## src/rtl/param_pkg.sv

```systemverilog
`default_nettype none
// ============================================================================
// Module      : param_pkg
// Description : Shared parameters and types for the coherence directory
//               storage (operation codes, geometry, directory entry layout).
// Revision    : 1.0 - initial release
// ============================================================================
package param_pkg;

    localparam int N_CPU              = 4;
    localparam int CPU_ID_WIDTH       = 3;
    localparam int DCACHE_TAG_WIDTH   = 8;
    localparam int DCACHE_INDEX_WIDTH = 4;

    typedef enum logic [2:0] {
        READ_OP     = 3'd0,
        ADD_OP      = 3'd1,
        REMOVE_OP   = 3'd2,
        SET_EXCL_OP = 3'd3,
        CLEAR_OP    = 3'd4
    } op_dir_t;

    typedef struct packed {
        logic                        valid;
        logic [DCACHE_TAG_WIDTH-1:0] tag;
        logic [N_CPU-1:0]            sharers;
    } dir_entry_t;

    // One-hot sharer bit for a CPU; ids outside the system map to no bit.
    function automatic logic [N_CPU-1:0] cpu_onehot(input logic [CPU_ID_WIDTH-1:0] id);
        logic [N_CPU-1:0] mask;
        mask = '0;
        if (id < CPU_ID_WIDTH'(N_CPU)) begin
            mask = N_CPU'(1) << id;
        end
        return mask;
    endfunction

endpackage
`default_nettype wire

```

## src/rtl/dir_mem_array.sv

```systemverilog
`default_nettype none
// ============================================================================
// Module      : dir_mem_array
// Description : Direct-mapped directory storage. One synchronous read port
//               (1-cycle latency), one write port. Only the valid bits are
//               reset; tag and sharer fields power up undefined.
// Revision    : 1.0 - initial release
// ============================================================================
module dir_mem_array
    import param_pkg::*;
(
    input  logic                          clk,
    input  logic                          resetn,
    input  logic                          rd_en_i,
    input  logic [DCACHE_INDEX_WIDTH-1:0] rd_idx_i,
    input  logic                          wr_en_i,
    input  logic [DCACHE_INDEX_WIDTH-1:0] wr_idx_i,
    input  dir_entry_t                    wr_entry_i,
    output dir_entry_t                    rd_entry_o
);

    localparam int DEPTH = 2 ** DCACHE_INDEX_WIDTH;

    logic [DEPTH-1:0]            valid_q;
    logic [DEPTH-1:0]            valid_d;
    logic [DCACHE_TAG_WIDTH-1:0] tag_mem   [DEPTH];
    logic [N_CPU-1:0]            sharer_mem[DEPTH];
    dir_entry_t                  rd_entry_q;
    dir_entry_t                  rd_entry_d;

    // Next valid vector and read-data capture.
    always_comb begin
        valid_d = valid_q;
        if (wr_en_i) begin
            valid_d[wr_idx_i] = wr_entry_i.valid;
        end
        rd_entry_d = rd_entry_q;
        if (rd_en_i) begin
            rd_entry_d.valid   = valid_q[rd_idx_i];
            rd_entry_d.tag     = tag_mem[rd_idx_i];
            rd_entry_d.sharers = sharer_mem[rd_idx_i];
        end
    end

    // Valid bits and read register are cleared by reset.
    always_ff @(posedge clk or negedge resetn) begin
        if (!resetn) begin
            valid_q    <= '0;
            rd_entry_q <= '0;
        end else begin
            valid_q    <= valid_d;
            rd_entry_q <= rd_entry_d;
        end
    end

    // Tag/sharer payload storage, intentionally not reset.
    always_ff @(posedge clk) begin
        if (wr_en_i) begin
            tag_mem[wr_idx_i]    <= wr_entry_i.tag;
            sharer_mem[wr_idx_i] <= wr_entry_i.sharers;
        end
    end

    assign rd_entry_o = rd_entry_q;

endmodule
`default_nettype wire

```

## src/rtl/dir_mem.sv

```systemverilog
`default_nettype none
// ============================================================================
// Module      : dir_mem
// Description : Coherence directory read-modify-write engine. Takes one
//               arbitrated request, looks up the direct-mapped entry,
//               applies the operation, and returns a one-cycle ack with the
//               pre-update sharers plus any eviction.
//               Optional macro DIR_MEM_STATS_EN adds saturating hit/miss/evict
//               counters.
// Revision    : 1.0 - initial release
// ============================================================================
module dir_mem
    import param_pkg::*;
#(
    parameter int STATS_WIDTH = 32
) (
    input  logic                          clk,
    input  logic                          resetn,
    input  logic                          valid_i,
    input  op_dir_t                       op_i,
    input  logic [DCACHE_TAG_WIDTH-1:0]   tag_i,
    input  logic [DCACHE_INDEX_WIDTH-1:0] index_i,
    input  logic [CPU_ID_WIDTH-1:0]       cpu_id_i,
    output logic                          ack_o,
    output logic [N_CPU-1:0]              sharers_o,
    output logic                          hit_o,
    output logic                          evict_valid_o,
    output logic [DCACHE_TAG_WIDTH-1:0]   evict_tag_o,
    output logic [N_CPU-1:0]              evict_sharers_o,
    output logic                          busy_o
`ifdef DIR_MEM_STATS_EN
    ,
    output logic [STATS_WIDTH-1:0]        stat_hit_o,
    output logic [STATS_WIDTH-1:0]        stat_miss_o,
    output logic [STATS_WIDTH-1:0]        stat_evict_o
`endif
);

    localparam logic [1:0] ST_IDLE   = 2'd0;
    localparam logic [1:0] ST_LOOKUP = 2'd1;
    localparam logic [1:0] ST_UPDATE = 2'd2;

    logic [1:0]                    state_q, state_d;
    op_dir_t                       op_q, op_d;
    logic [DCACHE_TAG_WIDTH-1:0]   tag_q, tag_d;
    logic [DCACHE_INDEX_WIDTH-1:0] idx_q, idx_d;
    logic [CPU_ID_WIDTH-1:0]       cpu_q, cpu_d;
    logic                          hit_q, hit_d;
    logic [N_CPU-1:0]              sharers_q, sharers_d;
    logic                          evict_q, evict_d;
    dir_entry_t                    old_q, old_d;
    dir_entry_t                    new_q, new_d;
    logic                          wr_q, wr_d;

    dir_entry_t                    rd_entry;
    dir_entry_t                    new_w;
    logic                          hit_w;
    logic                          evict_w;
    logic [N_CPU-1:0]              bit_w;
    logic                          ack_w;

    dir_mem_array u_array (
        .clk        (clk),
        .resetn     (resetn),
        .rd_en_i    ((state_q == ST_IDLE) && valid_i),
        .rd_idx_i   (index_i),
        .wr_en_i    ((state_q == ST_UPDATE) && wr_q),
        .wr_idx_i   (idx_q),
        .wr_entry_i (new_q),
        .rd_entry_o (rd_entry)
    );

    // Apply the captured operation to the entry returned by the array.
    always_comb begin
        bit_w   = cpu_onehot(cpu_q);
        hit_w   = rd_entry.valid && (rd_entry.tag == tag_q);
        new_w   = rd_entry;
        evict_w = 1'b0;
        case (op_q)
            ADD_OP: begin
                if (hit_w) begin
                    new_w.sharers = rd_entry.sharers | bit_w;
                end else begin
                    new_w   = '{valid: 1'b1, tag: tag_q, sharers: bit_w};
                    evict_w = rd_entry.valid;
                end
            end
            REMOVE_OP: begin
                if (hit_w) begin
                    new_w.sharers = rd_entry.sharers & ~bit_w;
                    if ((rd_entry.sharers & ~bit_w) == '0) begin
                        new_w.valid = 1'b0;
                    end
                end
            end
            SET_EXCL_OP: begin
                new_w   = '{valid: 1'b1, tag: tag_q, sharers: bit_w};
                evict_w = rd_entry.valid && !hit_w;
            end
            CLEAR_OP: begin
                if (hit_w) begin
                    new_w.valid = 1'b0;
                end
            end
            default: ;
        endcase
        // A requester outside the system may look but never modify.
        if (cpu_q >= CPU_ID_WIDTH'(N_CPU)) begin
            new_w   = rd_entry;
            evict_w = 1'b0;
        end
    end

    // Request FSM: capture in IDLE, resolve in LOOKUP, write/ack in UPDATE.
    always_comb begin
        state_d   = state_q;
        op_d      = op_q;
        tag_d     = tag_q;
        idx_d     = idx_q;
        cpu_d     = cpu_q;
        hit_d     = hit_q;
        sharers_d = sharers_q;
        evict_d   = evict_q;
        old_d     = old_q;
        new_d     = new_q;
        wr_d      = wr_q;
        case (state_q)
            ST_IDLE: begin
                if (valid_i) begin
                    op_d    = op_i;
                    tag_d   = tag_i;
                    idx_d   = index_i;
                    cpu_d   = cpu_id_i;
                    state_d = ST_LOOKUP;
                end
            end
            ST_LOOKUP: begin
                hit_d     = hit_w;
                sharers_d = hit_w ? rd_entry.sharers : '0;
                evict_d   = evict_w;
                old_d     = rd_entry;
                new_d     = new_w;
                wr_d      = (new_w != rd_entry);
                state_d   = ST_UPDATE;
            end
            ST_UPDATE: begin
                wr_d    = 1'b0;
                state_d = ST_IDLE;
            end
            default: begin
                wr_d    = 1'b0;
                state_d = ST_IDLE;
            end
        endcase
    end

    // Control and datapath registers; reset drops any in-flight request.
    always_ff @(posedge clk or negedge resetn) begin
        if (!resetn) begin
            state_q   <= ST_IDLE;
            op_q      <= READ_OP;
            tag_q     <= '0;
            idx_q     <= '0;
            cpu_q     <= '0;
            hit_q     <= 1'b0;
            sharers_q <= '0;
            evict_q   <= 1'b0;
            old_q     <= '0;
            new_q     <= '0;
            wr_q      <= 1'b0;
        end else begin
            state_q   <= state_d;
            op_q      <= op_d;
            tag_q     <= tag_d;
            idx_q     <= idx_d;
            cpu_q     <= cpu_d;
            hit_q     <= hit_d;
            sharers_q <= sharers_d;
            evict_q   <= evict_d;
            old_q     <= old_d;
            new_q     <= new_d;
            wr_q      <= wr_d;
        end
    end

    assign ack_w           = (state_q == ST_UPDATE);
    assign ack_o           = ack_w;
    assign busy_o          = (state_q != ST_IDLE);
    assign hit_o           = ack_w & hit_q;
    assign sharers_o       = ack_w ? sharers_q : '0;
    assign evict_valid_o   = ack_w & evict_q;
    assign evict_tag_o     = (ack_w && evict_q) ? old_q.tag : '0;
    assign evict_sharers_o = (ack_w && evict_q) ? old_q.sharers : '0;

`ifdef DIR_MEM_STATS_EN
    logic [STATS_WIDTH-1:0] stat_hit_q, stat_hit_d;
    logic [STATS_WIDTH-1:0] stat_miss_q, stat_miss_d;
    logic [STATS_WIDTH-1:0] stat_evict_q, stat_evict_d;

    // Saturating counters advanced once per acknowledged request.
    always_comb begin
        stat_hit_d   = stat_hit_q;
        stat_miss_d  = stat_miss_q;
        stat_evict_d = stat_evict_q;
        if (ack_w) begin
            if (hit_q) begin
                if (!(&stat_hit_q)) stat_hit_d = stat_hit_q + 1'b1;
            end else begin
                if (!(&stat_miss_q)) stat_miss_d = stat_miss_q + 1'b1;
            end
            if (evict_q && !(&stat_evict_q)) begin
                stat_evict_d = stat_evict_q + 1'b1;
            end
        end
    end

    // Counter registers, cleared by reset.
    always_ff @(posedge clk or negedge resetn) begin
        if (!resetn) begin
            stat_hit_q   <= '0;
            stat_miss_q  <= '0;
            stat_evict_q <= '0;
        end else begin
            stat_hit_q   <= stat_hit_d;
            stat_miss_q  <= stat_miss_d;
            stat_evict_q <= stat_evict_d;
        end
    end

    assign stat_hit_o   = stat_hit_q;
    assign stat_miss_o  = stat_miss_q;
    assign stat_evict_o = stat_evict_q;
`else
    logic unused_stats_width;
    assign unused_stats_width = (STATS_WIDTH > 0);
`endif

endmodule
`default_nettype wire
```

## config.mk

```make
export PLATFORM = sky130hd
export DESIGN_NAME = dir_mem
export DESIGN_NICKNAME = d
export VERILOG_FILES = /design/src/rtl/param_pkg.sv /design/src/rtl/dir_mem_array.sv /design/src/rtl/dir_mem.sv
export SDC_FILE = /design/constraint.sdc
export NUM_CORES = 1
export LEC_CHECK = 0
export BUFFER_PORTS_ARGS = -buffer_cell sky130_fd_sc_hd__buf_2
export CORE_MARGIN = 2
export CORE_UTILIZATION = 23
export DETAILED_ROUTE_END_ITERATION = 16
export GPL_TIMING_DRIVEN = 0
export PLACE_DENSITY = 0.45
export SLEW_MARGIN = 0
export SYNTH_ARGS = -nofsm -noshare
export SYNTH_HDL_FRONTEND = slang
export SYNTH_HIERARCHICAL = 1
export SYNTH_SLANG_ARGS = --single-unit
```

## constraint.sdc

```tcl
create_clock -name clk -period 2.7 [get_ports clk]
set_input_delay 0.135 -clock clk [delete_from_list [all_inputs] [get_ports clk]]
set_output_delay 0.135 -clock clk [all_outputs]
set_load 0.01 [all_outputs]
```

After elaboration in Yosys (flattened, before gate mapping). Memories as Yosys holds them, arrays and structs flattened. A register that Yosys moved wholly into a read port is not among the register bits. Index checks and enable logic that the tools add are counted. Widths: inputs -> output; s select.

Reduce and logical (&&, ||, !) cells: 13. Multiplexer cells: 27. Bitwise operators: 5. Eq/ne operators: 9. Magnitude comparators: 5. Shifts and indexed selects: 1.

Operator list (count): $mux 4 (6); $bwmux 16 (1); $pmux 8 s2 (1); $mux 13 (1); $ne 13x13->1 (1); $pmux 4 s3 (1); $lt 4x5->1 const B (2); $mux 9 (1); $eq 8x8->1 (1); $mux 1 (8); $mux 8 (1); $eq 3x2->1 const B (2); $logic_and 1x1->1 (6); $and 4x4->4 (1); $bmux 1 s4 (1); $demux 1 s4 (1); $ge 4x1->1 const B (1); $logic_not 4->1 (1); $not 4->4 (1); $or 4x4->4 (1); $pmux 1 s2 (2); $pmux 1 s4 (1); $pmux 2 s2 (1); $shl 1x3->4 const A (1); 13 further kinds (16).

Output and inout port bits: 20. RAM bits: 192. Input port bits: 21. Logic and storage cells: 78. Memories kept: 2. Bits in registers: 69.

Memory list: u_array.tag_mem (words 16, bits a word 8, read ports 1, clocked after Yosys merged registers in 1, write ports 1, RTL line dir_mem_array.sv:26) `logic [DCACHE_TAG_WIDTH-1:0] tag_mem [DEPTH];`; u_array.sharer_mem (words 16, bits a word 4, read ports 1, clocked after Yosys merged registers in 1, write ports 1, RTL line dir_mem_array.sv:27) `logic [N_CPU-1:0] sharer_mem[DEPTH];`.

Depth between registers and ports, before layout.
Word-level depth: 11. Depth in mapped cells: 7. Mapped depth without buffers: 6.

By module. Netlist, hierarchy kept.

By module, submodules not included: dir_mem_array (seq. area each 6491.2 µm², times used 1, cells an instance 387, area an instance 8549.4 µm²); dir_mem (seq. area each 1301.2 µm², times used 1, cells an instance 270, area an instance 2612.5 µm²).

Least setup slack after synthesis. OpenSTA, ideal clock, no wires.

Path kind: reg2reg. From: register state_q[0]. To: register u_array.valid_q[8]. Arrival: 2.503 ns. Setup time: 0.125 ns. Path slack: 0.072 ns. Data required time: 2.575 ns. Clock period less this slack: 2.628 ns. Path buffers: 1. Cell stages (with the launch flop): 7. Cell sequence: dfrtp_1 nor2b_1 clkbuf_1 and2_1 nand3b_1 nor3_1 mux2_2.

Word-level cells in the longest chain between the ends: 2.

RTL lines: from (decl) (RTL line dir_mem.sv:43) `logic [1:0] state_q, state_d;`; from (signal assigned) (RTL line dir_mem.sv:172) `state_q <= state_d;`; $eq 2x2->1; via ack_o (RTL line dir_mem.sv:24) `output logic ack_o,`; $logic_and 1x1->1 (RTL line dir_mem.sv:67) `.wr_en_i ((state_q == ST_UPDATE) && wr_q),`; to (signal assigned) (RTL line dir_mem_array.sv:51) `valid_q <= valid_d;`; to (decl) (RTL line dir_mem_array.sv:24) `logic [DEPTH-1:0] valid_q;`.

The timed path passes the listed nets, and every way through them passes these cells. A chain may end at the register's enable or synchronous reset.

Worst setup path in the final report.
From: register state_q[0]. To: memory u_array.tag_mem[0][0], enable pin.

Word-level cells in the longest chain between the ends: 4.

RTL lines: $eq 2x2->1 (RTL line dir_mem.sv:67); $logic_and 1x1->1 (RTL line dir_mem.sv:67); $mux 1 (RTL line dir_mem_array.sv:58) `if (wr_en_i) begin`; $mux 1 (implied by the code) (RTL line dir_mem_array.sv:59) `tag_mem[wr_idx_i] <= wr_entry_i.tag;`; to (decl) (RTL line dir_mem_array.sv:26).

No other way between the ends.

==> flow_summary.yaml <==
timing:
  setup_violations: 0
  finClkSkew_ns: 0.0174
  drv_slew: 0
  fin_ws_ns: 0.143
  tns_ns: 0
  worst_slew_margin_rel: 0.453
  whs_ns: 0.0243
  worst_pin_slew_ns: 0.820
  fin_crit_sh: 0.947
  min_period_ns: 2.56
  rsz0062_at_grt: "no"
  final_hold_viol_count: 0
  fmax_mhz: 391
run:
  cap_violations: 0
placed_design:
  place_congestion: 0.790
  place_area_um2: 12300
  place_ws_ns: -0.677
  port_buffers: 40
  placed_cells: 1320
  dp_hpwl_mm: 18.7
route:
  vias: 6288
  routed_wl_mm: 28.9
  viasPerCell: 4.41
  wl_per_cell_um: 20.3
  drc_errors: 0
  postRouteAntennaNets: 0
  dr.pass1.iters: 5
  drt_iter0_drc: 525
setup_path:
  arrival_ns: 2.82
  worstPathMaxFanout: 10
  r2r_start: "state_q[0]"
  worstSetupStartpoint: "state_q[0]"
  reg2reg_slack_ns: 0.14
  cp-start-kind: "flop"
  crit_end: "u_array/tag_mem[0][0]"
  path_class: "flop to flop"
  r2r_end: "u_array/tag_mem[0][0]"
  cp_data_required_time_ns: 2.96
  end_kind: "flop"
  reg2reg_depth: 6
final_layout:
  syn_to_final_growth_pct: 24.4
  final_core_util: 0.290
  num-fill-cells: 4795
  fin_cells: 1425
  finalInstanceArea_um2: 13900
  drive_above_1_share: 0.295
  diodes: 0
  final_nets: 807
synth:
  netlist_instances: 657
  synth_seq_cells: 273
  avgSynthCellArea_um2: 17.0
  ys_types: 52
  async_flop_share: 0.297
  yosysSeqAreaShare: 0.698
  synth_fp_nets: 678
  yosys_most_used_dff: "edfxtp_1"
  synth_edf_count: 192
  syn_area_um2: 11200
  yosys_warnings: 6
global_route:
  use_met3: 0.0184
  grt_overflow: 0
  grt_pass1_vias: 6427
  grtUsageTotal: 0.113
  grt_use_met1: 0.151
  busiest_layer: "met2"
  grt_use_met2: 0.189
  grt_max_degree: 59
  grt_pass1_wl_mm: 42.4
  antenna_found_initial: 2
floorplan:
  die_width_um: 224
  rows: 80
  num_io_pins: 41
  initial_utilization: 0.233
  core_area_um2: 47800
  die_area_um2: 50300
  die_y_um: 224
clock_network:
  worst_skew_pair.late_latency_ns: 0.56
  clock_sinks: 273
  clkTransAtPathRegs_ns: 0.06
  cts.path.max_buffers: 3
  cts_buffers: 30
  cts_tree: "built"
  h-tree-depth: 1
  cts-root-buf: "clkbuf_16"
run_status:
  status: "complete, no violations"
worst_hold_path:
  hp-class: "primary input to async pin"
power_and_ir_drop:
  p_per_area_nw_per_um2: 831
  ir_drop_mv: 0.418
  leakagePower_nw: 5.06
  p_total_mw: 11.5
==> metal layers <==
metal  wire [um]  vias to the layer above
met5          13                        -
met4         824                        2
met3        1290                       49
met2       13900                      148
met1       12800                     3266
li1            -                     2823
==> cell type report <==
cell class	instances	area (um^2)	area share
Tap cell	615	769	0.0554
Inverter	2	7.51	0.000541
Clock buffer	38	811	0.0584
Multi-Input combinational cell	346	3250	0.234
Sequential cell	273	7790	0.561
Timing Repair Buffer	97	835	0.0601
Clock inverter	18	176	0.0127
Buffer	36	246	0.0178
==> kinds of logic after synthesis <==
group | synth area share
AOI/OAI and AO/OA | 0.0413
xor gates and xnor gates | 0.00706
buffers and inverters | 0.0222
muxes | 0.164
DFF | 0.698
and+or+nand+nor | 0.0671
==> critical path: stages (launching register included) <==
cell and delay [ns]:
dfrtp_1 0.42, nor2b_1 0.19, clkbuf_2 0.21, and2_1 0.32, or3b_1 0.57, nor3_4 0.31
buf_4 0.24
==> report_power, final <==
group	internal (mW)	switching [mW]
clock	2.40	1.65
combinational	0.596	0.727
sequential	5.30	0.869
total	8.30	3.24
==> synthesized netlist by cell type, types with 6 or more instances <==
master	instances	area, um^2
edfxtp_1	192	5770
dfrtp_1	81	2030
nand2_1	65	244
mux4_2	49	1100
nor2_1	37	139
mux2_2	25	282
mux2i_1	23	230
clkbuf_1	18	67.6
o21ai_0	15	75.1
o22ai_1	13	81.3
and3_1	12	75.1
a221oi_1	11	96.3
mux2_1	10	113
xnor2_1	9	78.8
and2_1	8	50.1
buf_6	8	90.1
o21ai_1	8	40.0
nand2b_1	6	37.5
nor3_1	6	30.0
==> state kept, by name (all words and copies together) (netlist names) <==
register            count
new_q                  13
hit_q                   1
op_q                    3
u_array/rd_entry_o     13
wr_q                    1
state_q                 2
idx_q                   4
old_q                  12
u_array/valid_q        16
u_array/tag_mem       128
u_array/sharer_mem     64
cpu_q                   3
evict_q                 1
tag_q                   8
sharers_q               4
==> placed cells by master, fill, tap and decap left out, types with 6 or more instances in the layout <==
cell type	Yosys	final
a221oi_1	11	11
and2_1	8	8
and3_1	12	12
buf_12	2	10
buf_2	4	42
buf_4	2	25
buf_6	8	13
clkbuf_1	18	20
clkbuf_16	0	30
clkinv_1	1	6
clkinv_2	0	7
dfrtp_1	81	81
dlygate4sd3_1	0	20
edfxtp_1	192	192
mux2_1	10	10
mux2_2	25	25
mux2i_1	23	23
mux4_2	49	49
nand2_1	65	65
nand2b_1	6	6
nor2_1	37	25
nor2_4	0	11
o21ai_0	15	15
o21ai_1	8	8
o22ai_1	13	13
xnor2_1	9	9
==> worst min-delay path by stage <==
stage	end	slack, ns	depth (start not counted)
final	old_q[6]	0.02	2
after CTS	old_q[6]	0.004	2
after floorplan	cpu_q[0]	-0.16	0
after global placement	cpu_q[2]	0.37	2
after global routing	old_q[6]	0.03	2
after detailed placement	tag_q[0]	0.07	1
==> repair_timing <==
action / in CTS / in global routing
buffers inserted: 5 / 24
cloned: 0 / 0
endpoints found under the hold margin: 100 / 0
endpoints found under the setup margin: 157 / 84
pin swaps: 3 / 8
gates resized for setup: 21 / 6
hold buffers: 20 / 0
No activity file was read; power rests on OpenSTA's default activity.
